**src/rtl/pc_fetch_stage.sv**
```systemverilog
// Program-counter register and instruction-fetch sequencer sitting after the next-PC mux.
// Fetches the word at pc over a req/ready handshake and presents it to decode with PC+4/branch candidates.
module pc_fetch_stage #(
  parameter int                  MEM_SIZE = 18,
  parameter logic [MEM_SIZE-1:0] RESET_PC = '0,
  parameter int                  INSTR_W  = 32
) (
  input  logic                clk,
  input  logic                rst,
  input  logic [MEM_SIZE-1:0] next_pc,
  input  logic [15:0]         imm16,
  input  logic                stall,
  input  logic                imem_ready,
  input  logic [INSTR_W-1:0]  imem_rdata,
  output logic                imem_req,
  output logic [MEM_SIZE-1:0] imem_addr,
  output logic [MEM_SIZE-1:0] pc,
  output logic [MEM_SIZE-1:0] add_4_addr,
  output logic [MEM_SIZE-1:0] branch_offset,
  output logic [INSTR_W-1:0]  instr,
  output logic                instr_valid,
  output logic                align_err
);

  typedef enum logic [1:0] {
    BOOT  = 2'd0,
    FETCH = 2'd1,
    EXEC  = 2'd2
  } state_t;

  state_t state;
  state_t state_nxt;

  logic                fetch_done;
  logic                advance;
  logic [MEM_SIZE-1:0] imm_bytes;

  // NOTE: sequential state uses non-blocking (<=) so every register samples pre-edge values.
  always_ff @(posedge clk or posedge rst) begin
    if (rst) begin
      state <= BOOT;
    end else begin
      state <= state_nxt;
    end
  end

  // NOTE: default assignment first so no path leaves state_nxt unassigned (no latch).
  always_comb begin
    state_nxt = state;
    unique case (state)
      BOOT:    state_nxt = FETCH;
      FETCH:   if (imem_ready) state_nxt = EXEC;
      EXEC:    if (!stall)     state_nxt = FETCH;
      default: state_nxt = BOOT;
    endcase
  end

  // Output decode: the request is purely a function of state, so rst drops it immediately.
  always_comb begin
    imem_req   = 1'b0;
    fetch_done = 1'b0;
    advance    = 1'b0;
    unique case (state)
      FETCH: begin
        imem_req   = 1'b1;
        fetch_done = imem_ready;
      end
      EXEC:    advance = !stall;
      default: ;
    endcase
  end

  always_ff @(posedge clk or posedge rst) begin
    if (rst) begin
      pc          <= RESET_PC;
      instr       <= '0;
      instr_valid <= 1'b0;
      align_err   <= 1'b0;
    end else begin
      align_err <= 1'b0;
      if (fetch_done) begin
        instr       <= imem_rdata;
        instr_valid <= 1'b1;
      end
      if (advance) begin
        pc          <= {next_pc[MEM_SIZE-1:2], 2'b00};
        instr_valid <= 1'b0;
        align_err   <= |next_pc[1:0];
      end
    end
  end

  assign imem_addr  = pc;
  assign add_4_addr = pc + MEM_SIZE'(3'd4);

  // Word offset becomes a byte offset at 18 bits, then sign-extends/truncates to the PC width.
  assign imm_bytes     = MEM_SIZE'(signed'({imm16, 2'b00}));
  assign branch_offset = add_4_addr + imm_bytes;

endmodule
```
**config.mk**
```make
export PLATFORM = sky130hd
export DESIGN_NAME = pc_fetch_stage
export DESIGN_NICKNAME = d
export VERILOG_FILES = /design/src/rtl/pc_fetch_stage.sv
export SDC_FILE = /design/constraint.sdc
export NUM_CORES = 1
export LEC_CHECK = 0
export BUFFER_PORTS_ARGS = -buffer_cell sky130_fd_sc_hd__buf_2
export CELL_PAD_IN_SITES_DETAIL_PLACEMENT = 1
export CELL_PAD_IN_SITES_GLOBAL_PLACEMENT = 2
export CORE_MARGIN = 4
export CORE_UTILIZATION = 26
export DETAILED_ROUTE_END_ITERATION = 12
export PLACE_DENSITY_LB_ADDON = 0.3
export SLEW_MARGIN = 5
export SYNTH_ARGS = -nofsm -noshare
export SYNTH_HDL_FRONTEND = slang
export SYNTH_SLANG_ARGS = --single-unit
```
**constraint.sdc**
```tcl
create_clock -name clk -period 3.2 [get_ports clk]
set_clock_uncertainty 0.15 [all_clocks]
set_input_delay 0 -clock clk [delete_from_list [all_inputs] [get_ports clk]]
set_output_delay 0 -clock clk [all_outputs]
set_load 0.02 [all_outputs]
```
# ---- Word level (Yosys, flattened, before mapping)
# Cells that the tools add are included.
dict set report word_totals {
  input_bits 70
  ff_bits 52
}
dict set report classes {
  addsub 2
  eq_ne 4
  mux 9
  reduce_logical 5
}
# op n
set op_table {}
lappend op_table {{adder 18 bit} 1}
lappend op_table {{adder 18 x 3 -> 18 bit (second input constant)} 1}
lappend op_table {{2-to-1 mux 1 bit} 6}
lappend op_table {{one-hot mux 2 bit (3 select lines)} 1}
lappend op_table {{2-to-1 mux 2 bit} 2}
lappend op_table {{!= test 2 bit (second input constant)} 2}
lappend op_table {{equality test 2 x 1 -> 1 bit (second input constant)} 1}
lappend op_table {{equality test 2 bit (second input constant)} 1}
lappend op_table {{logical NOT 2 bit} 1}
lappend op_table {{AND reduction 2 bit} 1}
lappend op_table {{nonzero test 2 bit} 1}
lappend op_table {{OR reduction 2 bit} 1}
lappend op_table {{logical NOT 1 bit} 1}

# ---- Longest topological paths before layout
# Gate-level depths: netlist (run 1).
dict set report depth {
  ltp_word 4
  depth_mapped 12
}

# ---- Least setup slack after synthesis (run 1)
# Ideal clock, no wire load.
dict set report synth_timing {
  path_type {register to output}
  startpoint {reg pc[3], in the netlist imem_addr[3]}
  endpoint {out branch_offset[14]}
  path_slack_ns -0.124
  arrival_ns 3.174
  path_stages_with_launch 10
  path_cell_list {dfrtp_1 > ha_1 > nand3_1 > xnor2_1 > ha_1 > a21oi_2 > o21ai_1 > a21oi_2 > a31oi_1 > o311ai_0}
}
dict set report synth_via {
  elab_chain_cells 2
}
# element line
set synth_rtl {}
lappend synth_rtl {{start: declaration} 17} ;# output logic [MEM_SIZE-1:0] pc,
lappend synth_rtl {{start signal: assignment} 86} ;# pc <= {next_pc[MEM_SIZE-1:2], 2'b00};
lappend synth_rtl {{adder 18 x 3 -> 18 bit} 94} ;# assign add_4_addr = pc + MEM_SIZE'(3'd4);
lappend synth_rtl {{named net add_4_addr[6]} 18} ;# output logic [MEM_SIZE-1:0] add_4_addr,
lappend synth_rtl {{adder 18 bit} 98} ;# assign branch_offset = add_4_addr + imm_bytes;
lappend synth_rtl {{end: declaration} 19} ;# output logic [MEM_SIZE-1:0] branch_offset,
# The timed path passes the listed nets, and every way through them passes these cells.

# ---- Final worst setup path (run 1)
dict set report layout_timing {
  startpoint {reg pc[7], in the netlist imem_addr[7]}
  endpoint {out branch_offset[16]}
}
dict set report layout_via {
  elab_chain_cells 2
}
# element line
set layout_rtl {}
lappend layout_rtl {{adder 18 x 3 -> 18 bit} 94}
lappend layout_rtl {{adder 18 bit} 98}
# Every way passes these cells.

==> impl_metrics.env, run 1 <==
export IMPL_worstMarginPinSlew_ns=1.11
export IMPL_crit_path_cell_trace="and4_4 > nand4_1 > inv_2 > and3_4 > xor2_2 > ha_1 > o21ai_2 > a21oi_2 > nor3b_2 > a41oi_2 > or4b_4 > o211ai_1 > buf_4"
export IMPL_dpl_hpwl_um=7590
export IMPL_yosys_area_top_type="dfrtp_1"
export IMPL_start_util=0.270
export IMPL_synth_edf_count=0
export IMPL_grt_max_degree=53
export IMPL_n_antenna_cell=0
export IMPL_finalCritPeriodShare=0.981
export IMPL_fp_dieW_um=118
export IMPL_slew_headroom=0.258
export IMPL_cts_clk_slew_worst_paths_ns=0.07
export IMPL_max_freq_mhz=318
export IMPL_ys_top_cells_by_area="dfrtp_1 (41%), mux2_2 (17%), ha_1 (7.6%)"
export IMPL_route_vias_total=2923
export IMPL_wl_per_cell_um=15.6
export IMPL_multi_input_area_um2=1820
export IMPL_r2r_start="state[0]"
export IMPL_syn_area_um2=3140
export IMPL_ant_nets=0
export IMPL_finalSetupViolations=0
export IMPL_static_leakage_power_nw=2.45
export IMPL_drc=0
export IMPL_hold_path_class="input pin to primary output"
export IMPL_pre_cts_slack_ns=0.117
export IMPL_drive_above_1_share=0.565
export IMPL_place_inst=573
export IMPL_grt_pass1_vias=3214
export IMPL_cts_sinks=52
export IMPL_core_um2=11600
export IMPL_crit_type="flip-flop to primary output"
export IMPL_status="finished clean"
export IMPL_layout_min_cycle_time_ns=3.14
export IMPL_grt_ovfl_total=0
export IMPL_slowest_delay_ns=0.48
export IMPL_port_buffers=168
export IMPL_via_per_inst=4.49
export IMPL_postPlaceCellArea_um2=4030
export IMPL_final_nets=597
export IMPL_critical_path_required_ns=3.05
export IMPL_total_power_mw=5.94
export IMPL_rows=39
export IMPL_dieArea_um2=13900
export IMPL_wl_um=10200
export IMPL_grt_use_total=0.142
export IMPL_yosysWarnings=0
export IMPL_fin_ws_ns=0.0593
export IMPL_holdWs_ns=0.196
export IMPL_drv_cap=0
export IMPL_fillers=1315
export IMPL_crit_arrival_ns=2.99
export IMPL_r2r_slack_ns=1.39
export IMPL_whs_path_depth=3
export IMPL_p_per_area_nw_per_um2=1180
export IMPL_numCtsBuffers=5
export IMPL_clockBufferDepth=2
export IMPL_seqCellArea_um2=1310
export IMPL_ys_ff_latch=52
export IMPL_clk_insertion_delay_late_ns=0.28
export IMPL_syn_area_per_cell_um2=11.2
export IMPL_irDropWorstVdd_mv=0.380
export IMPL_cp_start_kind="flip-flop"
export IMPL_hold_start="imm16[0]"
export IMPL_drtIter0Drc=94
export IMPL_crit_path_end_kind="primary output"
export IMPL_synthToLayoutAreaGrowth_pct=60.9
export IMPL_drv_slew=0
export IMPL_antenna_found_initial=0
export IMPL_crit_path_top_delay_cell="or4b_4"
export IMPL_worstHoldEndpoint="branch_offset[2]"
export IMPL_finalInstanceArea_um2=5050
export IMPL_cts_root_buf="clkbuf_16"
export IMPL_ios=177
export IMPL_synth_ff_type="dfrtp_1"
export IMPL_die_h_um=118
export IMPL_fin_cells=651
export IMPL_r2r_end="align_err"
export IMPL_timing_final_hold_violations=0
export IMPL_tritoncts="done"
export IMPL_async_flop_share=1.00
export IMPL_grt_pass1_wl_um=16500
export IMPL_syn_inst=279
export IMPL_dr_pass1_iters=4
export IMPL_synth_distinct_cells=42
export IMPL_rsz0062_at_grt="true"
export IMPL_reg2reg_depth=4
export IMPL_yosysTopAreaCellShare=0.415
export IMPL_cts_htree_levels=2
export IMPL_ys_seq_area_frac=0.415
export IMPL_cp_max_fo=3
export IMPL_gp_congestion=0.776
-- Yosys cell counts, types with 3 or more instances --
library cell / instances
dfrtp_1: 52
mux2_2: 47
buf_4: 24
ha_1: 19
xnor2_1: 19
nand2_1: 15
a21oi_1: 12
o21ai_0: 11
xor2_1: 8
inv_1: 7
nand3_1: 7
a21oi_2: 4
and3_1: 4
buf_2: 4
nor2_1: 4
nor2b_1: 4
a31oi_1: 3
nand2b_1: 3
nand4_1: 3
-- routing by layer --
| layer | vias up | routed length [um] | global-route usage |
|---|---|---|---|
| li1 | 1410 | - | - |
| met5 | - | 0 | 0 |
| met1 | 1413 | 4010 | 0.164 |
| met2 | 94 | 5470 | 0.268 |
| met3 | 6 | 609 | 0.0332 |
| met4 | 0 | 63 | 0.0220 |
-- timing repair --
item | CTS | global route
resized for setup | 13 | 30
buffers inserted | 6 | 11
hold endpoints to repair | 103 | 0
hold buffers | 54 | 0
pin swaps | 3 | 11
endpoints found under the setup margin | 3 | 6
gates cloned | 0 | 0
-- final cells by class --
| class | count | area share |
|---|---|---|
| Sequential cell | 52 | 0.259 |
| Tap cell | 143 | 0.0354 |
| Timing Repair Buffer | 243 | 0.306 |
| Multi-Input combinational cell | 197 | 0.360 |
| Inverter | 8 | 0.00595 |
| Clock inverter | 3 | 0.00843 |
| Clock buffer | 5 | 0.0248 |
-- how the worst max path moves through the flow --
stage | to | from | slack, ns | depth (start not counted)
CTS | branch_offset[16] | imem_addr[3] | -0.008 | 12
global placement | branch_offset[16] | imem_addr[3] | 0.22 | 12
floorplan | branch_offset[16] | imem_addr[4] | 0.07 | 10
detailed placement | branch_offset[16] | imem_addr[7] | 0.12 | 13
finish | branch_offset[16] | imem_addr[7] | 0.06 | 13
global route | branch_offset[16] | imem_addr[7] | -0.12 | 13
-- metrics by stage --
stage | setup TNS [ns] | utilization
finish | 0 | 0.435
global route | -0.229 | 0.435
CTS | -0.0118 | 0.415
detailed placement | 0 | 0.347
global placement | 0 | 0.347
floorplan | 0 | -
-- cell families (layout without fill, tap and decap cells) --
| family | Yosys count | count (layout) | synth area share |
|---|---|---|---|
| other cells | 1 | 8 | 0.00120 |
| simple gates | 48 | 48 | 0.0822 |
| buf+inv | 37 | 259 | 0.0746 |
| fa+ha+maj | 20 | 20 | 0.0822 |
| mux | 47 | 47 | 0.169 |
| xor+xnor | 27 | 27 | 0.0754 |
| compound gates | 47 | 47 | 0.101 |
| flops | 52 | 52 | 0.415 |
-- power by group --
group	internal [mW]	switching [mW]
Clock	0.368	0.236
Sequential	0.994	0.295
Combinational	1.70	2.34
-- flip-flops by register name, summed over array words and instances (netlist names) --
signal	count
imem_addr	16
align_err	1
instr_valid	1
state	2
instr	32
-- layout by cell type (no fill, tap or decap), types with 9 or more instances in the layout --
master	Yosys	final
buf_2	4	165
dlygate4sd3_1	0	54
mux2_2	47	47
dfrtp_1	52	46
buf_4	24	24
nand2_1	15	15
ha_1	19	14
xnor2_1	19	11
o21ai_0	11	9
a21oi_1	12	9
-- worst max-delay path, delay by kind of cell, from the launching register on --
kind | cells | cell delay (ns)
xor gates and xnor gates | 1 | 0.06
AOI/OAI and AO/OA | 4 | 0.52
buffers and inverters | 2 | 0.30
DFF | 1 | 0.36
adders and majority gates | 1 | 0.31
and+or+nand+nor | 5 | 1.16
No activity file was read; power rests on OpenSTA's default activity.
==> run 2: changes to the inputs <==
--- a/config.mk
+++ b/config.mk
@@ -8,6 +8,7 @@
 export BUFFER_PORTS_ARGS = -buffer_cell sky130_fd_sc_hd__buf_2
 export CELL_PAD_IN_SITES_DETAIL_PLACEMENT = 1
 export CELL_PAD_IN_SITES_GLOBAL_PLACEMENT = 2
+export CORE_ASPECT_RATIO = 1.75
 export CORE_MARGIN = 4
 export CORE_UTILIZATION = 26
 export DETAILED_ROUTE_END_ITERATION = 12
==> impl_metrics.env, run 2 (synthesis gave the netlist of run 1 again) <==
export IMPL_postPlaceCellArea_um2=4070
export IMPL_largest_register="instr"
export IMPL_final_nets=596
export IMPL_rsz0062_at_grt="true"
export IMPL_cts_htree_levels=2
export IMPL_fp_dieW_um=91.0
export IMPL_ios=177
export IMPL_gp_congestion=0.813
export IMPL_cp_start_kind="flip-flop"
export IMPL_dieArea_um2=14000
export IMPL_finalInstanceArea_um2=5040
export IMPL_crit_arrival_ns=2.93
export IMPL_grt_pass1_wl_um=17000
export IMPL_largest_reg_flops=32
export IMPL_grt_pass1_vias=3345
export IMPL_static_leakage_power_nw=2.44
export IMPL_synthToLayoutAreaGrowth_pct=60.7
export IMPL_tritoncts="done"
export IMPL_drv_cap=0
export IMPL_p_per_area_nw_per_um2=1170
export IMPL_start_util=0.268
export IMPL_timing_final_hold_violations=0
export IMPL_clk_insertion_delay_late_ns=0.29
export IMPL_hold_path_class="input pin to asynchronous set/reset pin"
export IMPL_holdWs_ns=0.139
export IMPL_wl_um=10800
export IMPL_crit_type="flip-flop to primary output"
export IMPL_grt_ovfl_total=0
export IMPL_core_um2=11700
export IMPL_finalSetupViolations=0
export IMPL_numCtsBuffers=5
export IMPL_cts_sinks=52
export IMPL_drive_above_1_share=0.572
export IMPL_die_h_um=153
export IMPL_fin_ws_ns=0.123
export IMPL_drc=0
export IMPL_finalCritPeriodShare=0.962
export IMPL_cts_root_buf="clkbuf_16"
export IMPL_pre_cts_slack_ns=0.191
export IMPL_total_power_mw=5.88
export IMPL_wl_per_cell_um=16.8
export IMPL_status="finished clean"
export IMPL_port_buffers=168
export IMPL_route_vias_total=2949
export IMPL_critical_path_required_ns=3.05
export IMPL_dpl_hpwl_um=8270
export IMPL_worstMarginPinSlew_ns=0.723
export IMPL_layout_common_cells="buf_2 (165), dlygate4sd3_1 (53), dfrtp_1 (48), mux2_2 (47), buf_4 (22)"
export IMPL_slew_headroom=0.517
export IMPL_cp_max_fo=3
export IMPL_max_freq_mhz=325
export IMPL_antenna_found_initial=1
export IMPL_cts_clk_slew_worst_paths_ns=0.07
export IMPL_finalSetupTns_ns=0
export IMPL_grt_use_total=0.151
export IMPL_drv_slew=0
export IMPL_via_per_inst=4.59
export IMPL_mostFrequentLayoutCell="buf_2"
export IMPL_clockBufferDepth=2
export IMPL_rows=52
export IMPL_drtIter0Drc=45
export IMPL_ant_nets=0
export IMPL_grt_max_degree=30
export IMPL_irDropWorstVdd_mv=0.531
export IMPL_crit_path_end_kind="primary output"
export IMPL_dr_pass1_iters=4
export IMPL_layout_min_cycle_time_ns=3.08
## run 2: metrics by stage
stage / utilization / cells
floorplan: - / 286
global placement: 0.347 / 570
detailed placement: 0.347 / 570
CTS: 0.408 / 633
global route: 0.430 / 643
finish: 0.430 / 643
## run 2: power by group
part | internal [mW] | total (mW) | switching, mW
clock | 0.292 | 0.538 | 0.246
sequential | 0.991 | 1.24 | 0.251
combinational | 1.69 | 4.10 | 2.41
## run 2: layout make-up
cell class                      count  area, um2
Antenna cell                        1       2.50
Clock buffer                        6        129
Clock inverter                      2       16.3
Fill cell                        1336       6670
Inverter                            8       30.0
Multi-Input combinational cell    197       1840
Sequential cell                    52       1310
Tap cell                          135        169
Timing Repair Buffer              242       1550
## run 2: what timing repair did
item	4_1_cts	5_1_grt
setup endpoints to repair	2	5
buffers inserted	2	9
pin swaps	2	13
hold endpoints to repair	74	0
hold buffers	53	0
gates resized for setup	9	41
## run 2: metal layers
| layer | GRT usage | wire length [um] |
|---|---|---|
| met1 | 0.145 | 3720 |
| met5 | 0 | 0 |
| met2 | 0.294 | 6080 |
| met4 | 0.0547 | 205 |
| met3 | 0.0472 | 799 |
## run 2: critical path, cell delays in order (launching register included)
cell	delay (ns)
dfrtp_1	0.35
and4_4	0.24
nand4_1	0.17
inv_2	0.13
and3_4	0.20
xor2_2	0.21
ha_4	0.17
o21ai_2	0.05
a21oi_2	0.15
nor3b_2	0.08
a41oi_2	0.18
or4b_1	0.44
o211ai_1	0.10
buf_4	0.17
## run 2: final timing paths
path	from	to	slack [ns]	cells after the start
hold reg to reg	instr[13]	instr[13]	0.35	1
min in group clk	imm16[0]	branch_offset[2]	0.20	3
max in group asynchronous	rst	instr[3]	1.95	4
setup / recovery	imem_addr[7]	branch_offset[16]	0.12	13
hold / removal	rst	instr[28]	0.14	3
setup reg to reg	state[0]	instr[29]	1.22	4
==> run 3: changes to the inputs <==
--- a/config.mk
+++ b/config.mk
@@ -5,12 +5,13 @@
 export SDC_FILE = /design/constraint.sdc
 export NUM_CORES = 1
 export LEC_CHECK = 0
+export ABC_AREA = 1
 export BUFFER_PORTS_ARGS = -buffer_cell sky130_fd_sc_hd__buf_2
 export CELL_PAD_IN_SITES_DETAIL_PLACEMENT = 1
 export CELL_PAD_IN_SITES_GLOBAL_PLACEMENT = 2
 export CORE_ASPECT_RATIO = 1.75
 export CORE_MARGIN = 4
-export CORE_UTILIZATION = 26
+export CORE_UTILIZATION = 24
 export DETAILED_ROUTE_END_ITERATION = 12
 export PLACE_DENSITY_LB_ADDON = 0.3
 export SLEW_MARGIN = 5
==> impl_metrics.env, run 3 <==
export IMPL_status="finished clean"
export IMPL_finalInstanceArea_um2=5030
export IMPL_grt_max_degree=53
export IMPL_yosysTopAreaCellShare=0.391
export IMPL_ys_seq_area_frac=0.391
export IMPL_crit_type="flip-flop to primary output"
export IMPL_wl_met1_um=3730
export IMPL_finalSetupViolations=0
export IMPL_syn_inst=388
export IMPL_dr_max_layer_used="met4"
export IMPL_drv_slew=0
export IMPL_worstHoldEndpoint="branch_offset[2]"
export IMPL_tritoncts="done"
export IMPL_largest_reg_flops=32
export IMPL_layout_min_cycle_time_ns=3.01
export IMPL_finalCritPeriodShare=0.942
export IMPL_ys_top_cells_by_area="dfrtp_1 (39%), nand2_1 (11%), mux2_2 (9.8%)"
export IMPL_cts_root_buf="clkbuf_16"
export IMPL_drc=0
export IMPL_port_buffers=168
export IMPL_route_vias_total=3311
export IMPL_cts_sinks=52
export IMPL_r2r_start="state[0]"
export IMPL_critical_path_required_ns=3.05
export IMPL_wl_met3_um=708
export IMPL_dieArea_um2=15900
export IMPL_cts_clk_slew_worst_paths_ns=0.07
export IMPL_whs_path_depth=3
export IMPL_mostFrequentLayoutCell="buf_2"
export IMPL_clockPowerShare=0.100
export IMPL_irDropWorstVdd_mv=0.561
export IMPL_crit_arrival_ns=2.86
export IMPL_largest_register="instr"
export IMPL_ant_nets=0
export IMPL_cp_max_fo=4
export IMPL_ys_ff_latch=52
export IMPL_max_freq_mhz=332
export IMPL_drive_above_1_share=0.399
export IMPL_cp_start_kind="flip-flop"
export IMPL_clockBufferDepth=2
export IMPL_slew_headroom=0.247
export IMPL_r2r_slack_ns=1.56
export IMPL_start_util=0.246
export IMPL_p_sw_mw=2.88
export IMPL_worstMarginPinSlew_ns=1.13
export IMPL_p_per_area_nw_per_um2=1090
export IMPL_die_h_um=164
export IMPL_hold_path_class="input pin to primary output"
export IMPL_dpl_hpwl_um=9350
export IMPL_layout_common_cells="buf_2 (167), nand2_1 (94), dlygate4sd3_1 (54), dfrtp_1 (50), inv_1 (42)"
export IMPL_rows=56
export IMPL_async_flop_share=1.00
export IMPL_synth_ff_type="dfrtp_1"
export IMPL_numCtsBuffers=5
export IMPL_ios=177
export IMPL_fp_dieW_um=97.1
export IMPL_p_int_mw=2.62
export IMPL_swShare=0.523
export IMPL_place_inst=708
export IMPL_grt_use_total=0.148
export IMPL_yosysWarnings=0
export IMPL_core_um2=13500
export IMPL_fin_util=0.372
export IMPL_yosys_area_top_type="dfrtp_1"
export IMPL_reg2reg_depth=3
export IMPL_dr_pass1_iters=5
export IMPL_postPlaceCellArea_um2=4200
export IMPL_p_comb_frac=0.677
export IMPL_syn_area_per_cell_um2=8.58
export IMPL_total_power_mw=5.50
export IMPL_grt_ovfl_total=0
export IMPL_cts_htree_levels=2
export IMPL_seqPwrFrac=0.223
export IMPL_via_per_inst=4.27
export IMPL_grt_pass1_vias=3784
export IMPL_drtIter0Drc=53
export IMPL_r2r_end="state[0]"
export IMPL_pre_cts_slack_ns=0.254
export IMPL_static_leakage_power_nw=2.65
export IMPL_synthTopCellsByCount="nand2_1 (95), dfrtp_1 (52), inv_1 (44), mux2_2 (29), buf_4 (24)"
export IMPL_clk_insertion_delay_late_ns=0.29
export IMPL_hold_start="imm16[0]"
export IMPL_n_antenna_cell=0
export IMPL_crit_path_end_kind="primary output"
export IMPL_wl_per_cell_um=15.2
export IMPL_final_nets=690
export IMPL_antenna_found_initial=0
export IMPL_wl_met2_um=7050
export IMPL_synthToLayoutAreaGrowth_pct=51.2
export IMPL_fin_cells=775
export IMPL_grt_pass1_wl_um=18900
export IMPL_gp_congestion=0.821
export IMPL_synth_distinct_cells=34
export IMPL_fin_ws_ns=0.186
export IMPL_wl_um=11800
export IMPL_syn_area_um2=3330
export IMPL_synth_most_common_cell="nand2_1"
export IMPL_timing_final_hold_violations=0
export IMPL_drv_cap=0
export IMPL_synth_edf_count=0
==> run 3: changes by cell type after synthesis, moves of 5 or more <==
cell and change:
nand3_1 +13, xor2_1 +11, nand2_1 +80, mux2_2 -18, o21ai_0 +5, inv_1 +37, xnor2_1 -17, nor2_1 +18
==> run 3: what timing repair did <==
action	CTS	global route
hold buffers	54	0
setup endpoints to repair	1	6
gates resized for setup	1	20
setup buffers	3	2
pin swaps	2	5
hold endpoints to repair	103	0
==> run 3: layout make-up <==
| cell class | count | area [um2] |
|---|---|---|
| Multi-Input combinational cell | 267 | 1760 |
| Tap cell | 174 | 218 |
| Timing Repair Buffer | 228 | 1430 |
| Sequential cell | 52 | 1300 |
| Clock inverter | 3 | 22.5 |
| Clock buffer | 5 | 125 |
| Fill cell | 1633 | 8490 |
| Inverter | 46 | 173 |
==> run 3: how the worst max path moves through the flow <==
stage / startpoint / end
floorplan: imem_addr[3] / branch_offset[13]
global placement: imem_addr[3] / branch_offset[15]
detailed placement: imem_addr[3] / branch_offset[15]
CTS: imem_addr[3] / branch_offset[15]
global route: imem_addr[3] / branch_offset[17]
finish: imem_addr[2] / branch_offset[12]
==> run 3: through the flow <==
| step | TNS [ns] | hold slack, ns |
|---|---|---|
| after floorplan | 0 | -0.0407 |
| after global placement | 0 | 0.0592 |
| after detailed placement | 0 | 0.0640 |
| after CTS | 0 | 0.213 |
| after global routing | -0.0460 | 0.229 |
| final | 0 | 0.207 |
==> run 3: power by group through the flow <==
| stage | Combinational, mW | Clock [mW] | Sequential (mW) |
|---|---|---|---|
| 2_1_floorplan | 2.12 | 0 | 1.60 |
| 3_5_place_dp | 3.58 | 0 | 1.24 |
| 5_1_grt | 4.10 | 0.608 | 1.28 |
| 3_3_place_gp | 3.55 | 0 | 1.21 |
| 6_report | 3.73 | 0.549 | 1.23 |
| 4_1_cts | 3.69 | 0.579 | 1.22 |
==> run 3: logic make-up after synthesis <==
| logic type | after synthesis | synth area share |
|---|---|---|
| XOR/XNOR | 21 | 0.0552 |
| AND/OR/NAND/NOR | 154 | 0.197 |
| multiplexers | 32 | 0.108 |
| other | 1 | 0.00113 |
| adder cells (fa/ha/maj) | 20 | 0.0774 |
| flip-flops | 52 | 0.391 |
| buffers and inverters | 76 | 0.120 |
| AO/OA/AOI/OAI | 32 | 0.0500 |
==> run 3: metal layers <==
layer,GRT usage,up-vias
met5,0,-
met2,0.308,115
met3,0.0365,15
met1,0.134,1563
li1,-,1618
met4,0.0518,0
==> run 3: worst max-delay path: stages (launching register included) <==
cell     delay [ns]
dfrtp_1        0.38
buf_4          0.14
buf_4          0.13
inv_1          0.12
nor2_1         0.08
nand2_1        0.20
xor2_2         0.19
ha_1           0.30
a21oi_1        0.24
o21ai_0        0.21
a21oi_1        0.23
xnor2_1        0.14
buf_2          0.19
